$ cat config.mk
export PLATFORM = sky130hd
export DESIGN_NAME = traffic_controller_nphase
export DESIGN_NICKNAME = d
export VERILOG_FILES = /design/src/rtl/traffic_pkg.sv /design/src/rtl/traffic_controller_nphase_rr_arbiter.sv /design/src/rtl/traffic_controller_nphase.sv
export SDC_FILE = /design/constraint.sdc
export NUM_CORES = 1
export LEC_CHECK = 0
export BUFFER_PORTS_ARGS = -buffer_cell sky130_fd_sc_hd__buf_2
export CORE_AREA = 2 2 80 82
export DETAILED_ROUTE_END_ITERATION = 12
export DIE_AREA = 0 0 82 84
export PLACE_DENSITY = 0.72
export SETUP_SLACK_MARGIN = 0.15
export SLEW_MARGIN = 20
export SYNTH_ARGS = -nofsm -noshare
export SYNTH_HDL_FRONTEND = slang
export SYNTH_SLANG_ARGS = --single-unit
$ cat constraint.sdc
create_clock -name clk_100MHz -period 3.1 [get_ports clk_100MHz]
set_input_delay 0.465 -clock clk_100MHz [delete_from_list [all_inputs] [get_ports clk_100MHz]]
set_output_delay 0.465 -clock clk_100MHz [all_outputs]
set_load 0.01 [all_outputs]
$ cat src/rtl/traffic_pkg.sv
// Shared definitions for the N-phase traffic controller.
// Contents: lamp codes for one {R,Y,G} lamp group, the controller state
// encoding, and small constant helpers used to size counters.
package traffic_pkg;

  // Lamp codes, bit order {R,Y,G}
  localparam logic [2:0] L_RED = 3'b100;
  localparam logic [2:0] L_YEL = 3'b010;
  localparam logic [2:0] L_GRN = 3'b001;
  localparam logic [2:0] L_OFF = 3'b000;

  typedef enum logic [1:0] {
    S_ALLRED = 2'd0,
    S_GREEN  = 2'd1,
    S_YELLOW = 2'd2,
    S_FLASH  = 2'd3
  } state_t;

  // Bits needed to hold values 0..max_val (at least one bit).
  function automatic int width_for(input int max_val);
    return (max_val < 1) ? 1 : $clog2(max_val + 1);
  endfunction

  function automatic int max_of(input int a, input int b);
    return (a > b) ? a : b;
  endfunction

endpackage

$ cat src/rtl/traffic_controller_nphase_rr_arbiter.sv
// rr_arbiter: combinational round-robin selector.
// Given a request vector and the index of the phase last served, returns the
// first requesting index in the order cur+1, cur+2, ..., wrapping, with cur
// itself considered last.
// Ports:
//   req      in   N        pending requests
//   cur      in   IW       index of the phase last served
//   next_idx out  IW       selected index (cur when nothing is pending)
//   valid    out  1        at least one request is pending
module rr_arbiter #(
  parameter int N  = 3,
  parameter int IW = $clog2(N)
) (
  input  logic [N-1:0]  req,
  input  logic [IW-1:0] cur,
  output logic [IW-1:0] next_idx,
  output logic          valid
);

  logic [IW-1:0] idx;

  always_comb begin
    // NOTE: every output of a combinational block gets a default before any
    // conditional update, otherwise the tool infers a latch to hold it.
    next_idx = cur;
    valid    = 1'b0;
    idx      = '0;
    // Scan from farthest to nearest so the nearest requester overwrites.
    for (int k = N; k >= 1; k--) begin
      idx = IW'((int'(cur) + k) % N);
      if (req[idx]) begin
        next_idx = idx;
        valid    = 1'b1;
      end
    end
  end

endmodule

$ cat src/rtl/traffic_controller_nphase.sv
// traffic_controller_nphase: sequences NUM_PHASES conflicting approaches with
// sensor-actuated greens, round-robin service of latched requests, walk
// lamps and a flashing maintenance mode. All durations are prescaled ticks.
// Ports:
//   clk_100MHz  in   1             system clock
//   reset_n     in   1             asynchronous active-low reset
//   car_req     in   NUM_PHASES    level vehicle sensors
//   ped_req     in   NUM_PHASES    pedestrian buttons (pulse or level)
//   flash_mode  in   1             1 = flashing maintenance mode
//   lights      out  3*NUM_PHASES  {R,Y,G} per phase, phase i at [3i+2:3i]
//   walk        out  NUM_PHASES    walk lamp per phase
//   cur_phase   out  3             phase currently green or last served
//   tick        out  1             one-cycle prescaler strobe
module traffic_controller_nphase
  import traffic_pkg::*;
#(
  parameter int NUM_PHASES  = 3,
  parameter int TICK_CYCLES = 100_000_000,
  parameter int GREEN_MIN   = 4,
  parameter int GREEN_MAX   = 8,
  parameter int YELLOW_T    = 2,
  parameter int ALLRED_T    = 1,
  parameter int WALK_T      = 3,
  parameter int FLASH_T     = 1
) (
  input  logic                    clk_100MHz,
  input  logic                    reset_n,
  input  logic [NUM_PHASES-1:0]   car_req,
  input  logic [NUM_PHASES-1:0]   ped_req,
  input  logic                    flash_mode,
  output logic [3*NUM_PHASES-1:0] lights,
  output logic [NUM_PHASES-1:0]   walk,
  output logic [2:0]              cur_phase,
  output logic                    tick
);

  localparam int PW = $clog2(NUM_PHASES);
  localparam int CW = width_for(TICK_CYCLES - 1);
  localparam int TW = width_for(max_of(max_of(GREEN_MAX, YELLOW_T),
                                       max_of(ALLRED_T, FLASH_T)));

  // ---------------- prescaler ----------------
  logic [CW-1:0] pre_cnt;

  always_ff @(posedge clk_100MHz or negedge reset_n) begin
    // NOTE: registers are updated with non-blocking assignments so every
    // flop samples the pre-edge values, independent of statement order.
    if (!reset_n) begin
      pre_cnt <= '0;
      tick    <= 1'b0;
    end else if (pre_cnt == CW'(TICK_CYCLES - 1)) begin
      pre_cnt <= '0;
      tick    <= 1'b1;
    end else begin
      pre_cnt <= pre_cnt + CW'(1);
      tick    <= 1'b0;
    end
  end

  // ---------------- state ----------------
  state_t                  state;
  logic [PW-1:0]           phase;     // phase green, or last served
  logic [TW-1:0]           tmr;       // down-count in ALLRED/YELLOW/FLASH, elapsed in GREEN
  logic                    force0;    // next green is phase 0 (after reset / flash)
  logic                    flash_on;
  logic [NUM_PHASES-1:0]   req_l;
  logic [NUM_PHASES-1:0]   ped_l;

  // ---------------- decision logic ----------------
  logic [PW-1:0]           arb_next;
  logic                    arb_valid;
  logic [PW-1:0]           green_idx;
  logic                    enter_green;
  logic                    tmr_done;
  logic [TW-1:0]           el_nxt;
  logic [NUM_PHASES-1:0]   phase_mask;
  logic                    other_req;
  logic                    ped_win;

  rr_arbiter #(.N(NUM_PHASES), .IW(PW)) u_arb (
    .req      (req_l),
    .cur      (phase),
    .next_idx (arb_next),
    .valid    (arb_valid)
  );

  assign green_idx   = force0 ? '0 : (arb_valid ? arb_next : phase);
  assign tmr_done    = (tmr <= TW'(1));
  assign enter_green = tick && (state == S_ALLRED) && tmr_done && !flash_mode;
  // Elapsed green ticks including the tick being processed, saturating.
  assign el_nxt      = (tmr >= TW'(GREEN_MAX)) ? TW'(GREEN_MAX) : tmr + TW'(1);
  assign phase_mask  = NUM_PHASES'(1) << phase;
  assign other_req   = |(req_l & ~phase_mask);
  // A button press on the entry cycle still earns a walk.
  assign ped_win     = ped_l[green_idx] | ped_req[green_idx];
  assign cur_phase   = 3'(phase);

  function automatic logic [3*NUM_PHASES-1:0] lamps_one(input logic [PW-1:0] p,
                                                        input logic [2:0]    code);
    for (int i = 0; i < NUM_PHASES; i++)
      lamps_one[3*i +: 3] = (PW'(i) == p) ? code : L_RED;
  endfunction

  function automatic logic [3*NUM_PHASES-1:0] lamps_flash(input logic on);
    for (int i = 0; i < NUM_PHASES; i++)
      lamps_flash[3*i +: 3] = !on ? L_OFF : ((i == 0) ? L_YEL : L_RED);
  endfunction

  // ---------------- request latches ----------------
  // Clearing on green entry takes priority, so a request arriving on that
  // same cycle counts as served.
  always_ff @(posedge clk_100MHz or negedge reset_n) begin
    if (!reset_n) begin
      req_l <= '0;
      ped_l <= '0;
    end else begin
      for (int i = 0; i < NUM_PHASES; i++) begin
        if (enter_green && (green_idx == PW'(i))) begin
          req_l[i] <= 1'b0;
          ped_l[i] <= 1'b0;
        end else if (!((state == S_GREEN) && (phase == PW'(i)))) begin
          if (car_req[i] || ped_req[i]) req_l[i] <= 1'b1;
          if (ped_req[i])               ped_l[i] <= 1'b1;
        end
      end
    end
  end

  // ---------------- FSM with registered lamp outputs ----------------
  always_ff @(posedge clk_100MHz or negedge reset_n) begin
    if (!reset_n) begin
      state    <= S_ALLRED;
      tmr      <= TW'(ALLRED_T);
      phase    <= '0;
      force0   <= 1'b1;
      flash_on <= 1'b0;
      lights   <= {NUM_PHASES{L_RED}};
      walk     <= '0;
    end else if (tick) begin
      case (state)
        S_ALLRED: begin
          if (!tmr_done) begin
            tmr <= tmr - TW'(1);
          end else if (flash_mode) begin
            state    <= S_FLASH;
            tmr      <= TW'(FLASH_T);
            flash_on <= 1'b1;
            lights   <= lamps_flash(1'b1);
            walk     <= '0;
          end else begin
            state  <= S_GREEN;
            phase  <= green_idx;
            tmr    <= '0;
            force0 <= 1'b0;
            lights <= lamps_one(green_idx, L_GRN);
            walk   <= (ped_win && (WALK_T > 0)) ? (NUM_PHASES'(1) << green_idx) : '0;
          end
        end
        S_GREEN: begin
          tmr <= el_nxt;
          if (el_nxt >= TW'(WALK_T)) walk <= '0;
          if ((el_nxt >= TW'(GREEN_MIN)) &&
              (flash_mode ||
               (other_req && (!car_req[phase] || (el_nxt >= TW'(GREEN_MAX)))))) begin
            state  <= S_YELLOW;
            tmr    <= TW'(YELLOW_T);
            lights <= lamps_one(phase, L_YEL);
            walk   <= '0;
          end
        end
        S_YELLOW: begin
          if (tmr_done) begin
            state  <= S_ALLRED;
            tmr    <= TW'(ALLRED_T);
            lights <= {NUM_PHASES{L_RED}};
          end else begin
            tmr <= tmr - TW'(1);
          end
        end
        S_FLASH: begin
          if (!flash_mode) begin
            state    <= S_ALLRED;
            tmr      <= TW'(ALLRED_T);
            force0   <= 1'b1;
            flash_on <= 1'b0;
            lights   <= {NUM_PHASES{L_RED}};
          end else if (tmr_done) begin
            flash_on <= ~flash_on;
            tmr      <= TW'(FLASH_T);
            lights   <= lamps_flash(~flash_on);
          end else begin
            tmr <= tmr - TW'(1);
          end
        end
        default: begin
          state  <= S_ALLRED;
          tmr    <= TW'(ALLRED_T);
          lights <= {NUM_PHASES{L_RED}};
          walk   <= '0;
        end
      endcase
    end
  end

endmodule

==> reports/results.tsv, run 1 <==
stage	metric	value	unit
worst_setup_path	R2R setup slack	0.36	ns
die	num rows	29	
sta	f_max	365	MHz
global_routing	initial antenna violation count	0	
clock_network	CTS tree	built	
worst_setup_path	Critical Path AT	3.00	ns
worst_setup_path	CP Depth	8	
routing	WL/cell	15.2	µm
place	number of port buffers	23	
global_routing	Total GRT Usage	21.1	%
worst_setup_path	most numerous cell on the critical path	inv_1	
place	GP Congestion	0.969	
synth	syn_nets	365	
layout	FILL cells	558	
die	die area	6890	µm²
pwr	Power Density	344	nW/µm²
pwr	Sw Share	24.1	%
die	die height	84	µm
sta	post-route setup slack	0.362	ns
die	IO Pins	25	
synth	Post-Syn Instances	347	
worst_setup_path	CP delay by family, top	adder cells	
clock_network	CTS max path bufs	2	
worst_setup_path	CP Launch Type	flip-flop	
synth	synth warn	0	
pwr	Switching Power	0.288	mW
sta	min Tclk post-route	2.74	ns
worst_setup_path	CP max stage delay	0.49	ns
die	Die X	82	µm
clock_network	H-tree Lvls	2	
worst_setup_path	reg-to-reg endpoint	walk[2]$_DFFE_PN0P_	
worst_setup_path	sequence of cells on the critical path	inv_1 > ha_1 > inv_1 > maj3_2 > o211ai_1 > a221o_1 > nor3b_2 > a22o_1	
clock_network	CTS Sinks	56	
sta	Fin Clk Skew	0.00746	ns
synth	synthesized flop and latch total	56	
synth	fraction of synthesis flops using an asynchronous set or reset pin	100	%
routing	DR vias/cell	5.81	
sta	Slew Limit Fails	0	
sta	Final Setup Violations	0	
place	worst slack, placed	0.341	ns
pwr	Clock power frac	35.6	%
flow_run	max-cap viol count	0	
clock_network	CTS Root Cell	clkbuf_8	
global_routing	vias in the first global route	2439	
worst_setup_path	Register-to-Register Path Depth	8	
routing	DR DRC count	0	
sta	final hold viol count	0	
die	core box area	6100	µm²
layout	n_diodes	0	
worst_setup_path	crit-path max FO	10	
sta	unrepaired setup endpoints after global routing	no	
worst_setup_path	Slowest-stage cell, CP	dfrtp_2	
synth	syn_area_per_cell	9.29	µm²
synth	Post-Syn Area	3220	µm²
routing	Detail Route Antenna Nets	0	
worst_setup_path	worst r2r src	phase[0]$_DFFE_PN0P_	
worst_setup_path	required time worst endpoint	3.36	ns
global_routing	GRT overflow	0	
sta	final period utilization	88.3	%
layout	fraction of layout instances using a drive strength above 1	14.9	%
worst_setup_path	worst setup path class	reg2reg	
pwr	sequential power share	61.4	%
die	starting density of the core	52.9	%
synth	EDFF count, synth	0	
pwr	combinational share of power	3.1	%
pwr	VDD IR max	0.000227	V
routing	drt total wl	6760	µm
sta	Slew headroom	53.7	%
pwr	Pint	0.907	mW
worst_hold_path	Hold Path Class	in2async	
pwr	Lkg Pwr	1.57	nW
routing	via count	2585	
synth	Seq/Total Area, Yosys	43.7	%
routing	Starting DRT DRC Count	261	
synth	dominant synthesized flop cell	dfrtp_1	
global_routing	global-route wire length before repair	11300	µm
status	outcome	finished clean	
worst_setup_path	Crit. End Element	flip-flop	
sta	Tightest Pin Transition	0.694	ns
clock_network	clock-pin slew on the worst setup and hold paths	0.11	ns
worst_setup_path	Buf+Inv Stages, Crit Path	2	
global_routing	largest net degree at the start of global routing	49	
clock_network	clock buffer count from CTS	5	
place	post-DP HPWL	4880	µm
sta	Setup TNS	0	ns
synth	Unique masters post-synth	62	
layout	final net count	385	
routing	DRT Pass-1 Iters	4	
layout	Area Growth Syn to Fin	8.00	%
clock_network	clk_lat worst skew	0.31	ns
## power groups by stage
| stage | logic [mW] | clock network (mW) | registers (mW) |
|---|---|---|---|
| floorplan | 0.0147 | 0 | 0.746 |
| global placement | 0.0368 | 0 | 0.748 |
| detailed placement | 0.0374 | 0 | 0.748 |
| CTS | 0.0372 | 0.442 | 0.734 |
| global route | 0.0426 | 0.464 | 0.734 |
| finish | 0.0365 | 0.426 | 0.734 |
## state kept, by name (all words and copies together), names as in the netlist
| signal | cells |
|---|---|
| ped_l | 3 |
| phase | 2 |
| walk | 3 |
| tmr | 4 |
| tick | 1 |
| lights | 9 |
| force0 | 1 |
| state | 2 |
| req_l | 3 |
| pre_cnt | 27 |
| flash_on | 1 |
## layout by cell type (no fill, tap or decap), types with 3 or more instances in the layout
cell type and n:
o31ai_1 4, a21oi_1 14, nand2_1 32, or3_1 3
xnor2_1 10, nand3b_1 3, dfstp_2 5, ha_1 9
buf_4 3, nand2b_1 7, a32oi_1 3, nand4_1 3
a211oi_1 3, a21o_1 4, dfrtp_1 49, xor2_1 13
nor3_1 10, a22o_1 3, and3_1 5, a32o_1 4
buf_2 22, nor2_1 33, o21ai_0 19, o211ai_1 3
o22ai_1 4, nand3_1 17, or2_2 3, inv_1 20
clkbuf_8 5, a221o_1 4, a31oi_1 4, nor2b_1 4
mux2i_1 5
## worst reg2reg max path, cell delays in order, from the launching register on
cell	delay, ns
dfrtp_2	0.49
inv_1	0.15
ha_1	0.46
inv_1	0.12
maj3_2	0.34
o211ai_1	0.26
a221o_1	0.35
nor3b_2	0.34
a22o_1	0.17
## metrics by stage
stage	cells	utilization [%]	instance area [µm²]	hold WS (ns)	power, mW
after CTS	445	57.0	3480	0.359	1.21
final	445	57.1	3480	0.142	1.20
after floorplan	347	-	3220	0.169	0.761
after global placement	437	55.4	3380	0.462	0.784
after detailed placement	437	55.4	3380	0.464	0.785
after global routing	445	57.1	3480	0.185	1.24
## cell families after synthesis
| kind of cell | count (synthesis) | synth area share (%) |
|---|---|---|
| buffers and inverters | 33 | 4.62 |
| DFF | 56 | 43.7 |
| xor gates and xnor gates | 23 | 6.25 |
| muxes | 6 | 1.90 |
| and+or+nand+nor | 135 | 21.6 |
| other | 1 | 0.116 |
| AOI/OAI and AO/OA | 83 | 18.0 |
| adders and majority gates | 10 | 3.84 |
## cell type report
class | count | area [µm²] | share of cell area [%]
clock buffers | 5 | 68.8 | 1.98
clock inverters | 3 | 27.5 | 0.791
inverters | 21 | 78.8 | 2.26
multi-input cells | 258 | 1670 | 47.9
flip-flops and latches | 56 | 1410 | 40.5
well taps | 77 | 96.3 | 2.77
repair buffers | 25 | 133 | 3.81
## Yosys cell counts, types with 4 or more instances
| cell | number | area share, % |
|---|---|---|
| dfrtp_1 | 51 | 40 |
| o31ai_1 | 4 | 0.93 |
| a31oi_1 | 4 | 0.78 |
| dfstp_2 | 5 | 4.1 |
| a21o_1 | 4 | 0.93 |
| a32o_1 | 4 | 1.2 |
| nor2_1 | 33 | 3.8 |
| mux2i_1 | 5 | 1.6 |
| clkbuf_1 | 6 | 0.70 |
| ha_1 | 9 | 3.5 |
| nor3_1 | 10 | 1.6 |
| nand2_1 | 32 | 3.7 |
| a221o_1 | 4 | 1.2 |
| and3_1 | 5 | 0.97 |
| nand2b_1 | 7 | 1.4 |
| nor2b_1 | 4 | 0.78 |
| nand3_1 | 17 | 2.6 |
| xor2_1 | 13 | 3.5 |
| o22ai_1 | 4 | 0.78 |
| xnor2_1 | 10 | 2.7 |
| a21oi_1 | 14 | 2.2 |
| o21ai_0 | 19 | 3.0 |
| inv_1 | 20 | 2.3 |
## routing by layer
layer	share of wire (%)	global-route usage, %	wire [µm]
met4	1.2	6.82	81
met3	3.8	3.90	257
met2	49	34.1	3330
met1	46	28.4	3090
met5	0	0	0
## how the worst max path moves through the flow
stage,start,endpoint,slack (ns)
after floorplan,phase[0]$_DFFE_PN0P_,lights[5]$_DFFE_PN1P_,0.56
after global placement,phase[0]$_DFFE_PN0P_,lights[5]$_DFFE_PN1P_,0.39
after detailed placement,phase[0]$_DFFE_PN0P_,walk[2]$_DFFE_PN0P_,0.34
after CTS,phase[0]$_DFFE_PN0P_,lights[5]$_DFFE_PN1P_,0.32
after global routing,phase[0]$_DFFE_PN0P_,walk[2]$_DFFE_PN0P_,0.18
final,phase[0]$_DFFE_PN0P_,walk[2]$_DFFE_PN0P_,0.36
## timing repair
item                       in CTS  in global routing
setup endpoints to repair       0                  9
hold buffers                    0                  0
resized for setup               0                  2
setup buffers                   0                  0
No activity file was read; power rests on OpenSTA's default activity.
==> run 2: changes to the inputs <==
==> constraint.sdc (replaced) <==
create_clock -name clk_100MHz -period 3.13 [get_ports clk_100MHz]
set_input_delay 0.4695 -clock clk_100MHz [delete_from_list [all_inputs] [get_ports clk_100MHz]]
set_output_delay 0.4695 -clock clk_100MHz [all_outputs]
set_load 0.01 [all_outputs]
==> run 2 against run 1 <==
Maximum frequency is 3.1% lower; highest routed layer unchanged; largest cell class unchanged; critical endpoint is now walk[1]$_DFFE_PN0P_; clock skew increased by 0.0051 ns; total power shrank 2.2%; sequential share of layout area hardly changed; clock power decreased by 4%; cell count unchanged; first-iteration DRC count down 10%; non-clock buffer count unchanged; register-to-register slack got worse by 0.06 ns; design area is 0.18% lower.
==> reports/results.tsv, run 2 (same netlist as run 1, synthesis figures left out) <==
stage	metric	value	unit
clock_network	CTS tree	built	
worst_setup_path	Critical Path AT	3.09	ns
sta	Final Setup Violations	0	
status	outcome	finished clean	
routing	DR vias/cell	5.83	
die	core box area	6100	µm²
clock_network	CTS Sinks	56	
sta	final hold viol count	0	
routing	via count	2596	
pwr	VDD IR max	0.000270	V
sta	Slew Limit Fails	0	
worst_setup_path	Crit. End Element	flip-flop	
sta	Worst Hold Margin	0.133	ns
layout	FILL cells	536	
pwr	Clock power frac	34.8	%
clock_network	CTS Root Cell	clkbuf_8	
layout	final net count	385	
sta	Setup TNS	0	ns
die	IO Pins	25	
layout	sequential cell area	1410	µm²
sta	final period utilization	90.3	%
place	GP Congestion	0.863	
layout	Multi-input gate area	1670	µm²
sta	unrepaired setup endpoints after global routing	no	
place	post-DP HPWL	4920	µm
clock_network	clock-pin slew on the worst setup and hold paths	0.10	ns
clock_network	post_cts resized	0	
pwr	Pint	0.895	mW
clock_network	clk_lat worst skew	0.31	ns
global_routing	vias in the first global route	2485	
routing	Detail Route Antenna Nets	0	
die	starting density of the core	52.9	%
worst_setup_path	CP Launch Type	flip-flop	
die	num rows	29	
worst_hold_path	Hold Path Class	in2async	
pwr	Power Density	337	nW/µm²
clock_network	Setup Buffers After CTS	0	
flow_run	max-cap viol count	0	
pwr	sequential power share	62.1	%
place	worst slack, placed	0.375	ns
sta	Fin Clk Skew	0.0126	ns
sta	post-route setup slack	0.303	ns
place	Post-Place Cell Area	3380	µm²
die	die height	84	µm
global_routing	Total GRT Usage	21.6	%
routing	WL/cell	15.3	µm
worst_setup_path	required time worst endpoint	3.39	ns
worst_setup_path	crit-path max FO	10	
global_routing	largest net degree at the start of global routing	45	
sta	min Tclk post-route	2.83	ns
worst_setup_path	worst setup path class	reg2reg	
sta	Slew headroom	53.1	%
layout	commonest non-fill, non-tap cell in the layout	dfrtp_1	
layout	cell area after layout	3470	µm²
layout	biggest regs	pre_cnt: 27 flops, lights: 9 flops, tmr: 4 flops	
sta	f_max	354	MHz
layout	n_diodes	0	
routing	DRT Pass-1 Iters	5	
routing	DR DRC count	0	
routing	drt total wl	6800	µm
clock_network	clock buffer count from CTS	5	
pwr	Lkg Pwr	1.57	nW
pwr	Switching Power	0.275	mW
die	die area	6890	µm²
clock_network	CTS max path bufs	2	
layout	most frequent cells in the layout	dfrtp_1, nor2_1, nand2_1	
pwr	Sw Share	23.5	%
global_routing	initial antenna violation count	0	
layout	Area Growth Syn to Fin	7.80	%
place	number of port buffers	23	
layout	max reg flops	27	
global_routing	GRT overflow	0	
routing	Starting DRT DRC Count	235	
layout	fraction of layout instances using a drive strength above 1	14.7	%
global_routing	global-route wire length before repair	11700	µm
die	Die X	82	µm
clock_network	H-tree Lvls	2	
clock_network	CTS Hold Buffers Added	0	
sta	Tightest Pin Transition	0.703	ns
pwr	combinational share of power	3.1	%
layout	Reg with most FFs	pre_cnt	
==> run 2: final timing paths <==
path,from,to,cells after the start,slack [ns]
max reg2reg,phase[1]$_DFFE_PN0P_,walk[1]$_DFFE_PN0P_,8,0.30
max,phase[1]$_DFFE_PN0P_,walk[1]$_DFFE_PN0P_,8,0.30
min in group clk_100MHz,ped_req[2],ped_l[2]$_DFFE_PN0P_,3,0.43
min,reset_n,tmr[2]$_DFFE_PN0P_,1,0.13
min reg2reg,lights[3]$_DFFE_PN0P_,lights[3]$_DFFE_PN0P_,1,0.49
max in group asynchronous,reset_n,lights[6]$_DFFE_PN0P_,2,2.40
==> run 2: critical path: stages, from the launching register on <==
cell and delay (ns):
dfrtp_1 0.50, inv_1 0.16, ha_1 0.44, nor2b_4 0.19, a31oi_1 0.32, o211ai_1 0.21
a221o_1 0.49, nor3_2 0.29, a22o_1 0.17
==> run 2: area by class of cell <==
type,instances,share of cell area (%)
Clock buffer,5,1.98
Clock inverter,3,0.648
Multi-Input combinational cell,258,48.0
Timing Repair Buffer,25,3.82
Sequential cell,56,40.5
Tap cell,77,2.77
Inverter,21,2.27
==> run 2: power by group through the flow <==
stage | logic [mW] | registers [mW] | clock network [mW]
after floorplan | 0.0145 | 0.739 | 0
after global placement | 0.0365 | 0.740 | 0
after detailed placement | 0.0366 | 0.740 | 0
after CTS | 0.0368 | 0.727 | 0.424
after global routing | 0.0427 | 0.727 | 0.444
final | 0.0362 | 0.727 | 0.407
==> run 2: metal layers <==
metal | wire (µm) | track usage (%) | up-vias
met1 | 3080 | 29.9 | 1252
met4 | 74 | 6.82 | 0
li1 | - | - | 1274
met3 | 239 | 3.25 | 6
met2 | 3400 | 34.6 | 64
met5 | 0 | 0 | -
==> run 2: per-stage QoR <==
step	cells	power (mW)	utilization, %
6_report	445	1.17	57.0
5_1_grt	445	1.21	57.0
4_1_cts	445	1.19	56.9
3_5_place_dp	437	0.777	55.4
3_3_place_gp	437	0.777	55.4
2_1_floorplan	347	0.753	-
==> run 3: changes to the inputs <==
--- a/config.mk
+++ b/config.mk
@@ -6,12 +6,14 @@
 export NUM_CORES = 1
 export LEC_CHECK = 0
 export BUFFER_PORTS_ARGS = -buffer_cell sky130_fd_sc_hd__buf_2
-export CORE_AREA = 2 2 80 82
+export CORE_AREA = 2 2 82 84
+export CTS_CLUSTER_SIZE = 14
 export DETAILED_ROUTE_END_ITERATION = 12
-export DIE_AREA = 0 0 82 84
-export PLACE_DENSITY = 0.72
+export DIE_AREA = 0 0 84 86
+export PLACE_DENSITY = 0.73
 export SETUP_SLACK_MARGIN = 0.15
 export SLEW_MARGIN = 20
 export SYNTH_ARGS = -nofsm -noshare
 export SYNTH_HDL_FRONTEND = slang
+export SYNTH_HIERARCHICAL = 1
 export SYNTH_SLANG_ARGS = --single-unit
==> run 3 against run 2 <==
Register-to-register slack gained 0.06 ns; sequential share of layout area shrank 2.1 points; design area grew 5.6%; critical endpoint unchanged; clock-buffer cell count rose by 2; via count increased by 12%; combinational power increased by 2%; total power grew 0.25%; flip-flop and latch count did not move; largest cell class unchanged; utilization up 1.5 points; highest routed layer unchanged; first-iteration DRC count shrank 8.5%.
==> reports/results.tsv, run 3 <==
stage	metric	value	unit
status	outcome	finished clean	
routing	met2 wire len	3800	µm
sta	final hold viol count	0	
clock_network	clock-pin slew on the worst setup and hold paths	0.10	ns
die	num rows	29	
layout	Final Core Density	58.5	%
routing	Top Layer Used	met4	
synth	fraction of synthesis flops using an asynchronous set or reset pin	100	%
layout	Area Growth Syn to Fin	7.20	%
synth	dominant synthesized flop cell	dfrtp_1	
synth	post-synth top area share	37.3	%
clock_network	CTS Hold Buffers Added	0	
die	Die X	84	µm
synth	Post-Syn Area	3420	µm²
layout	Reg with most FFs	pre_cnt	
global_routing	initial antenna violation count	0	
layout	fraction of layout instances using a drive strength above 1	14.1	%
place	post-DP HPWL	5490	µm
die	core box area	6280	µm²
worst_setup_path	R2R setup slack	0.36	ns
die	IO Pins	25	
place	dpl cells	473	
routing	WL/cell	15.9	µm
layout	n_diodes	0	
synth	Unique masters post-synth	63	
worst_setup_path	crit-path max FO	15	
worst_setup_path	most numerous cell on the critical path	mux2i_1	
synth	main combinational cell family by area after synthesis	simple AND/OR/NAND/NOR gates	
sta	final period utilization	88.6	%
pwr	VDD IR max	0.000175	V
synth	synth warn	6	
worst_setup_path	CP max stage delay	0.52	ns
synth	Seq/Total Area, Yosys	41.1	%
synth	EDFF count, synth	0	
pwr	combinational share of power	3.2	%
worst_setup_path	Register-to-Register Path Depth	11	
layout	final net count	420	
pwr	Sw Share	22.0	%
synth	synth top area cells	dfrtp_1, nor2_1, dfstp_2, nand2_1, o21ai_0	
routing	via count	2906	
routing	DR vias/cell	6.04	
synth	Synth Area in Adders	2.92	%
clock_network	CTS Sinks	56	
die	starting density of the core	54.5	%
clock_network	clk_lat worst skew	0.31	ns
layout	Finished Layout Cells	481	
layout	max reg flops	27	
synth	syn_nets	408	
flow_run	max-cap viol count	0	
synth	mux contribution to synthesized area	4.02	%
worst_setup_path	CP delay by family, top	simple AND/OR/NAND/NOR gates	
worst_setup_path	Buf+Inv Stages, Crit Path	1	
layout	commonest non-fill, non-tap cell in the layout	dfrtp_1	
worst_setup_path	sequence of cells on the critical path	inv_1 > ha_1 > mux2i_1 > nor2_1 > a211oi_2 > nand2_1 > mux2i_1 > or2_2 > nor3b_1 > o31a_1 > o22ai_1	
global_routing	vias in the first global route	2748	
layout	cell area after layout	3670	µm²
sta	Fin Clk Skew	0.00658	ns
routing	Detail Route Antenna Nets	0	
layout	most frequent cells in the layout	dfrtp_1, nor2_1, nand2_1	
worst_setup_path	required time worst endpoint	3.36	ns
worst_setup_path	worst r2r src	phase[1]$_DFFE_PN0P_	
synth	Post-synth top cells	dfrtp_1, nor2_1, nand2_1, o21ai_0, a21oi_1	
pwr	Power Density	320	nW/µm²
sta	unrepaired setup endpoints after global routing	no	
synth	Synth Area in Compound Gates	19.8	%
clock_network	Setup Buffers After CTS	0	
worst_setup_path	Crit. End Element	flip-flop	
clock_network	post_cts resized	0	
layout	FILL cells	575	
clock_network	CTS tree	built	
pwr	Pint	0.915	mW
routing	met3 WL post-DR	242	µm
sta	Slew headroom	46.9	%
clock_network	clock buffer count from CTS	5	
global_routing	global-route wire length before repair	13100	µm
pwr	Clock power frac	35.1	%
sta	f_max	361	MHz
synth	Post-Syn Instances	391	
pwr	sequential power share	61.8	%
clock_network	H-tree Lvls	2	
clock_network	CTS Root Cell	clkbuf_8	
routing	DR DRC count	0	
synth	xor/xnor share of the synthesized area	3.84	%
synth	post-synthesis cell type with the largest combined area	dfrtp_1	
routing	Starting DRT DRC Count	215	
sta	Slew Limit Fails	0	
sta	min Tclk post-route	2.77	ns
worst_setup_path	worst setup path class	reg2reg	
global_routing	Total GRT Usage	22.3	%
worst_setup_path	Slowest-stage cell, CP	dfrtp_2	
global_routing	GRT overflow	0	
synth	Post-Synth Simple-Gate Area	23.5	%
synth	synthesized flop and latch total	56	
sta	Setup TNS	0	ns
worst_setup_path	Critical Path AT	3.00	ns
worst_hold_path	Hold Path Class	in2async	
pwr	Switching Power	0.258	mW
sta	Final Setup Violations	0	
global_routing	largest net degree at the start of global routing	26	
layout	biggest regs	pre_cnt: 27 flops, lights: 9 flops, tmr: 4 flops	
place	Post-Place Cell Area	3570	µm²
pwr	PnR Total Power	1.17	mW
worst_setup_path	reg-to-reg endpoint	walk[1]$_DFFE_PN0P_	
pwr	Lkg Pwr	1.55	nW
clock_network	CTS max path bufs	2	
routing	DRT Pass-1 Iters	4	
place	GP Congestion	0.951	
routing	drt total wl	7640	µm
die	die area	7220	µm²
place	number of port buffers	23	
synth	most frequent cell after synthesis	dfrtp_1	
routing	Met1 Wirelength	3470	µm
worst_setup_path	CP Launch Type	flip-flop	
synth	syn_area_per_cell	8.76	µm²
sta	Tightest Pin Transition	0.790	ns
die	die height	86	µm
run 3: per-stage QoR:
step | setup slack, ns | hold slack [ns]
finish | 0.358 | 0.141
global route | 0.158 | 0.171
CTS | 0.275 | 0.151
detailed placement | 0.293 | 0.456
global placement | 0.405 | 0.450
floorplan | 0.605 | 0.174
run 3: power by group through the flow:
stage	sequential [mW]	clock [mW]	combinational (mW)
2_1_floorplan	0.739	0	0.0122
3_3_place_gp	0.738	0	0.0381
3_5_place_dp	0.738	0	0.0381
4_1_cts	0.724	0.425	0.0381
5_1_grt	0.725	0.457	0.0432
6_report	0.724	0.411	0.0371
run 3: worst max-delay path by stage:
stage / start / slack (ns) / end / cells past startpoint
2_1_floorplan: phase[0]$_DFFE_PN0P_ / 0.60 / walk[0]$_DFFE_PN0P_ / 12
3_3_place_gp: phase[0]$_DFFE_PN0P_ / 0.40 / walk[2]$_DFFE_PN0P_ / 10
3_5_place_dp: phase[1]$_DFFE_PN0P_ / 0.29 / walk[1]$_DFFE_PN0P_ / 11
4_1_cts: phase[1]$_DFFE_PN0P_ / 0.28 / walk[1]$_DFFE_PN0P_ / 11
5_1_grt: phase[1]$_DFFE_PN0P_ / 0.16 / walk[1]$_DFFE_PN0P_ / 11
6_report: phase[1]$_DFFE_PN0P_ / 0.36 / walk[1]$_DFFE_PN0P_ / 11
run 3: layer usage:
metal,track usage [%],vias to the layer above
met4,7.33,0
met1,29.7,1410
met2,37.4,60
li1,-,1423
met5,0,-
met3,3.75,13
run 3: worst register-to-register path, stage by stage, from the launching register on:
cell	delay (ns)
dfrtp_2	0.52
inv_1	0.15
ha_1	0.27
mux2i_1	0.24
nor2_1	0.07
a211oi_2	0.22
nand2_1	0.19
mux2i_1	0.15
or2_2	0.32
nor3b_1	0.15
o31a_1	0.26
o22ai_1	0.15
run 3: cells by family (layout without fill, tap and decap cells):
| logic type | after synthesis | in the layout |
|---|---|---|
| AND/OR/NAND/NOR | 156 | 156 |
| AO/OA/AOI/OAI | 102 | 102 |
| flip-flops | 56 | 56 |
| buffers and inverters | 40 | 53 |
| XOR/XNOR | 15 | 15 |
| multiplexers | 13 | 13 |
| adder cells (fa/ha/maj) | 8 | 8 |
| other | 1 | 1 |
run 3: cell type report:
| cell class | count | area, µm² | share of cell area [%] |
|---|---|---|---|
| clock buffers | 7 | 86.3 | 2.35 |
| multi-input cells | 295 | 1860 | 50.6 |
| inverters | 18 | 67.6 | 1.84 |
| clock inverters | 1 | 7.51 | 0.205 |
| well taps | 77 | 96.3 | 2.63 |
| repair buffers | 27 | 145 | 3.95 |
| flip-flops and latches | 56 | 1410 | 38.4 |
